## src/rtl/seq_divider.sv

```systemverilog
// seq_divider: multicycle restoring divider, one quotient bit per clock.
// Operands are captured on an accepted start. WIDTH restoring steps run on a
// 2*WIDTH-bit AQ register, then a FIX cycle applies the sign correction.
// The result is presented with a registered one-cycle result_valid pulse.
module seq_divider #(
  parameter int WIDTH = 32,
  parameter int CNT_W = 6
) (
  input  logic             clock,
  input  logic             reset,
  input  logic             start,
  input  logic             is_signed,
  input  logic [WIDTH-1:0] dividend,
  input  logic [WIDTH-1:0] divisor,
  output logic             busy,
  output logic             result_valid,
  output logic [WIDTH-1:0] quotient,
  output logic [WIDTH-1:0] remainder,
  output logic             div_by_zero
);

  typedef enum logic [1:0] {
    IDLE = 2'd0,
    RUN  = 2'd1,
    FIX  = 2'd2,
    DONE = 2'd3
  } state_t;

  // Two's-complement negation modulo 2^WIDTH.
  function automatic logic [WIDTH-1:0] negate(input logic [WIDTH-1:0] x);
    return {WIDTH{1'b0}} - x;
  endfunction

  // Magnitude of an operand. With the modulo wrap, -2^(WIDTH-1) maps to
  // 2^(WIDTH-1), which is correct when read as an unsigned value.
  function automatic logic [WIDTH-1:0] magnitude(input logic [WIDTH-1:0] x,
                                                 input logic             sgn);
    return (sgn && x[WIDTH-1]) ? negate(x) : x;
  endfunction

  state_t             state;
  state_t             next_state;
  logic [2*WIDTH-1:0] aq;
  logic [WIDTH-1:0]   div_mag;
  logic [CNT_W-1:0]   count;
  logic               neg_q;
  logic               neg_r;

  logic               accept;
  logic               last_step;
  logic               zero_div;
  logic [WIDTH:0]     a_shift;
  logic [WIDTH:0]     diff;
  logic [WIDTH-1:0]   step_a;
  logic [WIDTH-1:0]   step_q;

  // A start is taken only in IDLE, and never while the previous result is
  // still being presented.
  assign accept    = (state == IDLE) && start && !result_valid;
  assign last_step = (count == CNT_W'(WIDTH - 1));
  assign zero_div  = (divisor == {WIDTH{1'b0}});

  // One restoring step. The partial remainder is widened to WIDTH+1 bits so
  // that the shifted-out MSB takes part in the compare for large divisors.
  always_comb begin
    a_shift = aq[2*WIDTH-1:WIDTH-1];
    diff    = a_shift - {1'b0, div_mag};
    if (diff[WIDTH]) begin
      step_a = a_shift[WIDTH-1:0];
    end else begin
      step_a = diff[WIDTH-1:0];
    end
    step_q = {aq[WIDTH-2:0], ~diff[WIDTH]};
  end

  // State register.
  always_ff @(posedge clock or posedge reset) begin
    if (reset) begin
      state <= IDLE;
    end else begin
      state <= next_state;
    end
  end

  // Next-state logic.
  always_comb begin
    next_state = state;
    case (state)
      IDLE: begin
        if (accept) begin
          if (zero_div) begin
            next_state = DONE;
          end else begin
            next_state = RUN;
          end
        end else begin
          next_state = IDLE;
        end
      end
      RUN: begin
        if (last_step) begin
          next_state = FIX;
        end else begin
          next_state = RUN;
        end
      end
      FIX:     next_state = DONE;
      DONE:    next_state = IDLE;
      default: next_state = IDLE;
    endcase
  end

  // Datapath: operand capture, iteration, sign fix-up and registered status.
  always_ff @(posedge clock or posedge reset) begin
    if (reset) begin
      aq           <= {(2*WIDTH){1'b0}};
      div_mag      <= {WIDTH{1'b0}};
      count        <= {CNT_W{1'b0}};
      neg_q        <= 1'b0;
      neg_r        <= 1'b0;
      quotient     <= {WIDTH{1'b0}};
      remainder    <= {WIDTH{1'b0}};
      div_by_zero  <= 1'b0;
      result_valid <= 1'b0;
      busy         <= 1'b0;
    end else begin
      result_valid <= (state == DONE);
      busy         <= (next_state != IDLE);
      case (state)
        IDLE: begin
          if (accept && zero_div) begin
            quotient    <= {WIDTH{1'b0}};
            remainder   <= {WIDTH{1'b0}};
            div_by_zero <= 1'b1;
          end else if (accept) begin
            aq      <= {{WIDTH{1'b0}}, magnitude(dividend, is_signed)};
            div_mag <= magnitude(divisor, is_signed);
            neg_q   <= is_signed & (dividend[WIDTH-1] ^ divisor[WIDTH-1]);
            neg_r   <= is_signed & dividend[WIDTH-1];
            count   <= {CNT_W{1'b0}};
          end else begin
            aq <= aq;
          end
        end
        RUN: begin
          aq    <= {step_a, step_q};
          count <= count + CNT_W'(1);
        end
        FIX: begin
          quotient    <= neg_q ? negate(aq[WIDTH-1:0]) : aq[WIDTH-1:0];
          remainder   <= neg_r ? negate(aq[2*WIDTH-1:WIDTH]) : aq[2*WIDTH-1:WIDTH];
          div_by_zero <= 1'b0;
        end
        default: begin
          aq <= aq;
        end
      endcase
    end
  end

endmodule

```

## config.mk

```make
export PLATFORM = sky130hd
export DESIGN_NAME = seq_divider
export DESIGN_NICKNAME = d
export VERILOG_FILES = /design/src/rtl/seq_divider.sv
export SDC_FILE = /design/constraint.sdc
export NUM_CORES = 1
export LEC_CHECK = 0
export CORE_ASPECT_RATIO = 1.4
export CORE_MARGIN = 2
export CORE_UTILIZATION = 51
export CTS_BUF_LIST = sky130_fd_sc_hd__clkbuf_16
export DETAILED_ROUTE_END_ITERATION = 8
export PLACE_DENSITY = 0.74
export SYNTH_ARGS = -nofsm -noshare
export SYNTH_HDL_FRONTEND = slang
export SYNTH_SLANG_ARGS = --single-unit
```

## constraint.sdc

```tcl
create_clock -name clock -period 16.4 [get_ports clock]
set_input_delay 2.46 -clock clock [delete_from_list [all_inputs] [get_ports clock]]
set_output_delay 2.46 -clock clock [all_outputs]
set_load 0.05 [all_outputs]
```

==> flow_metrics.py <==
metrics = {
    "critical_path": {
        "critPathKind": "in2reg",
        "crit_chain": "clkdlybuf4s50_1 > or4_1 > nor3_1 > nand4b_1 > nor3_1 > a21oi_4 > buf_4 > nor2_4 > buf_4 > a22oi_1 > o21ai_0",
        "slowest_delay_ns": 0.60,
        "worstSetupStartpointType": "input pin",
        "crit_required_ns": 16.73,
        "critPathArrivalTime_ns": 6.31,
        "slowest_stage": "or4_1",
        "critPathMaxFanout": 62,
        "end_kind": "flip-flop",
    },
    "clock_tree": {
        "ctsRootBufferMaster": "clkbuf_16",
        "cts_setup_buffers": 0,
        "cts.clk_slew.worst_paths_ns": 0.07,
        "clock_sinks": 173,
        "cts_inserted_buffers": 17,
        "postCtsHoldBufs": 0,
        "h-tree-depth": 4,
        "insertion_delay_ns": 0.44,
        "tritoncts": "done",
        "clockBufferDepth": 2,
        "cts_resized": 0,
    },
    "global_routing": {
        "grt_pass1_wl_mm": 45.78,
        "grt_max_degree": 106,
        "grt.overflow.total": 0,
        "antenna_found_initial": 0,
        "grt_pass1_vias": 9269,
        "grt_util_all_layers_pct": 25.07,
    },
    "drt": {
        "antenna_left": 0,
        "initialDrtViolationCount": 564,
        "wl_mm": 28.14,
        "num_vias": 9604,
        "wl_per_cell_um": 17.42,
        "viasPerCell": 5.943,
        "drtPass1Iterations": 5,
        "post-route-drc-count": 0,
    },
    "logic_synthesis": {
        "synth.ff_latch_count": 173,
        "ys.flop_type": "dfrtp_1",
        "synth_area_mm2": 0.01106,
        "syn-num-nets": 1350,
        "yosysUniqueCellTypes": 64,
        "ys_seq_area_share_pct": 39.13,
        "synth_top_family_by_area": "compound AO/OA/AOI/OAI gates",
        "synth-adder-area-share_pct": 4.366,
        "synthCells": 1244,
        "yosysWarnings": 0,
        "synthMuxAreaShare_pct": 2.714,
        "synth_edf_count": 0,
        "synthArstFlopShare_pct": 100.0,
        "syn_area_per_cell_um2": 8.893,
        "synthXorXnorAreaFrac_pct": 11.40,
        "synth_compound_area_share_pct": 22.82,
        "synth_simple_gate_area_share_pct": 15.53,
    },
    "cells_and_area": {
        "drive_gt1_share_pct": 4.867,
        "areaGrowthSynthToFinish_pct": 19.28,
        "num_antenna_cells": 0,
        "finalNetCount": 1449,
        "instances_no_fill": 1616,
    },
    "timing": {
        "fin_crit_ns": 5.982,
        "final-setup-viol-count": 0,
        "setup-tns-final_ns": 0,
        "hold_viol_final": 0,
        "holdWs_ns": 0.4861,
        "skew_ns": 0.01392,
        "drv_slew": 0,
        "rsz0062_at_grt": "false",
        "fmax_mhz": 167.2,
        "relSlewSlack_pct": 20.01,
        "tightestPinTransition_ns": 1.170,
        "fin_crit_sh_pct": 36.48,
    },
    "pwr": {
        "vdd_drop_max_v": 0.0001223,
        "power.static_leakage_uw": 0.005513,
        "power_density_mw_per_mm2": 205.0,
    },
    "floorplanning": {
        "io_pins": 135,
        "num_rows": 63,
        "die-height_um": 178.3,
        "die_area_mm2": 0.02290,
        "core_area_mm2": 0.02120,
        "start_util_pct": 52.17,
        "die_x_um": 128.5,
    },
    "run_status": {
        "status": "complete, no violations",
    },
    "placed_design": {
        "gp_congestion": 0.8629,
        "dpl.cell_count": 1584,
        "dpl.hpwl_mm": 20.48,
        "port_buffers": 134,
    },
    "min_path": {
        "hp-class": "reg2reg",
    },
    "flow_run": {
        "cap_violations": 0,
    },
}
## worst paths after layout
kind | endpoint | slack (ns) | cells past startpoint | start
worst max-delay path | aq[28] | 10.42 | 11 | divisor[6]
worst min-delay path | quotient[11] | 0.49 | 1 | quotient[11]
worst max register to register | aq[63] | 11.90 | 12 | aq[31]
worst min register to register | quotient[11] | 0.49 | 1 | quotient[11]
max in group asynchronous | remainder[22] | 12.33 | 3 | reset
min in group asynchronous | quotient[8] | 2.61 | 2 | reset
## stage by stage
step | setup WS, ns | power (uW) | cell area [um2] | util [%]
after floorplan | 9.252 | 1939 | 11060 | -
after global placement | 10.17 | 2265 | 12630 | 59.57
after detailed placement | 10.03 | 2304 | 12630 | 59.57
after CTS | 10.47 | 2702 | 13200 | 62.24
after global routing | 10.18 | 2929 | 13200 | 62.24
final | 10.42 | 2706 | 13200 | 62.24
## cells in the final DEF, fill, tap and decap left out, types with 22 or more instances in the layout
master	Yosys	layout
dfrtp_1	173	173
nand2_1	144	144
clkdlybuf4s50_1	0	134
o21ai_0	104	104
nor2_1	97	94
xor2_1	81	81
xnor2_1	63	63
inv_1	52	51
a21oi_1	51	50
ha_1	37	37
o22ai_1	34	34
mux2i_1	30	30
a22o_1	28	28
o31ai_1	27	27
a221o_1	25	25
nor3_1	22	22
## worst max-delay path: cells and delay by family
family                 cells  cell delay, ns
AO/OA/AOI/OAI              3            0.31
buffers and inverters      3            1.27
AND/OR/NAND/NOR            5            2.20
## cell usage after synthesis, types with 27 or more instances
cell type	n	area share [%]
nor2_1	97	3.3
clkbuf_1	57	1.9
dfrtp_1	173	39
o21ai_0	104	4.7
inv_1	52	1.8
nand2_1	144	4.9
a21oi_1	51	2.3
mux2i_1	30	2.7
o31ai_1	27	1.8
a22o_1	28	2.2
ha_1	37	4.2
o22ai_1	34	1.9
xor2_1	81	6.4
xnor2_1	63	5.0
## metal layers
metal	track usage [%]	routed length (um)	vias up
met3	3.389	1025	48
met2	45.72	14710	245
met1	29.91	11640	4614
met4	9.158	773	0
met5	0	0	-
li1	-	-	4697
## final cells by class
type                    count  area, um2
flip-flops and latches    173       4329
inverters                  52      200.2
clock inverters            15      138.9
clock buffers              17      425.4
repair buffers            146       1431
multi-input cells         953       6346
fillers                  1830       8008
well taps                 260      325.3
## registers in the layout, indices dropped and copies added, names as in the netlist
name,count
state,2
neg_r,1
quotient,32
busy,1
div_by_zero,1
aq,64
count,6
neg_q,1
div_mag,32
remainder,32
result_valid,1
## power breakdown
| group | total (uW) | internal, uW | switching (uW) |
|---|---|---|---|
| clock network | 392 | 211 | 181 |
| registers | 781 | 581 | 200 |
| logic | 1530 | 676 | 857 |
| total | 2710 | 1470 | 1240 |
## kinds of logic (layout without fill, tap and decap cells)
| logic type | count (synthesis) | count (layout) |
|---|---|---|
| AND/OR/NAND/NOR | 370 | 370 |
| XOR/XNOR | 144 | 144 |
| AO/OA/AOI/OAI | 371 | 371 |
| multiplexers | 30 | 30 |
| adder cells (fa/ha/maj) | 38 | 38 |
| flip-flops | 173 | 173 |
| buffers and inverters | 118 | 230 |
(Power assumes the default switching activity.)
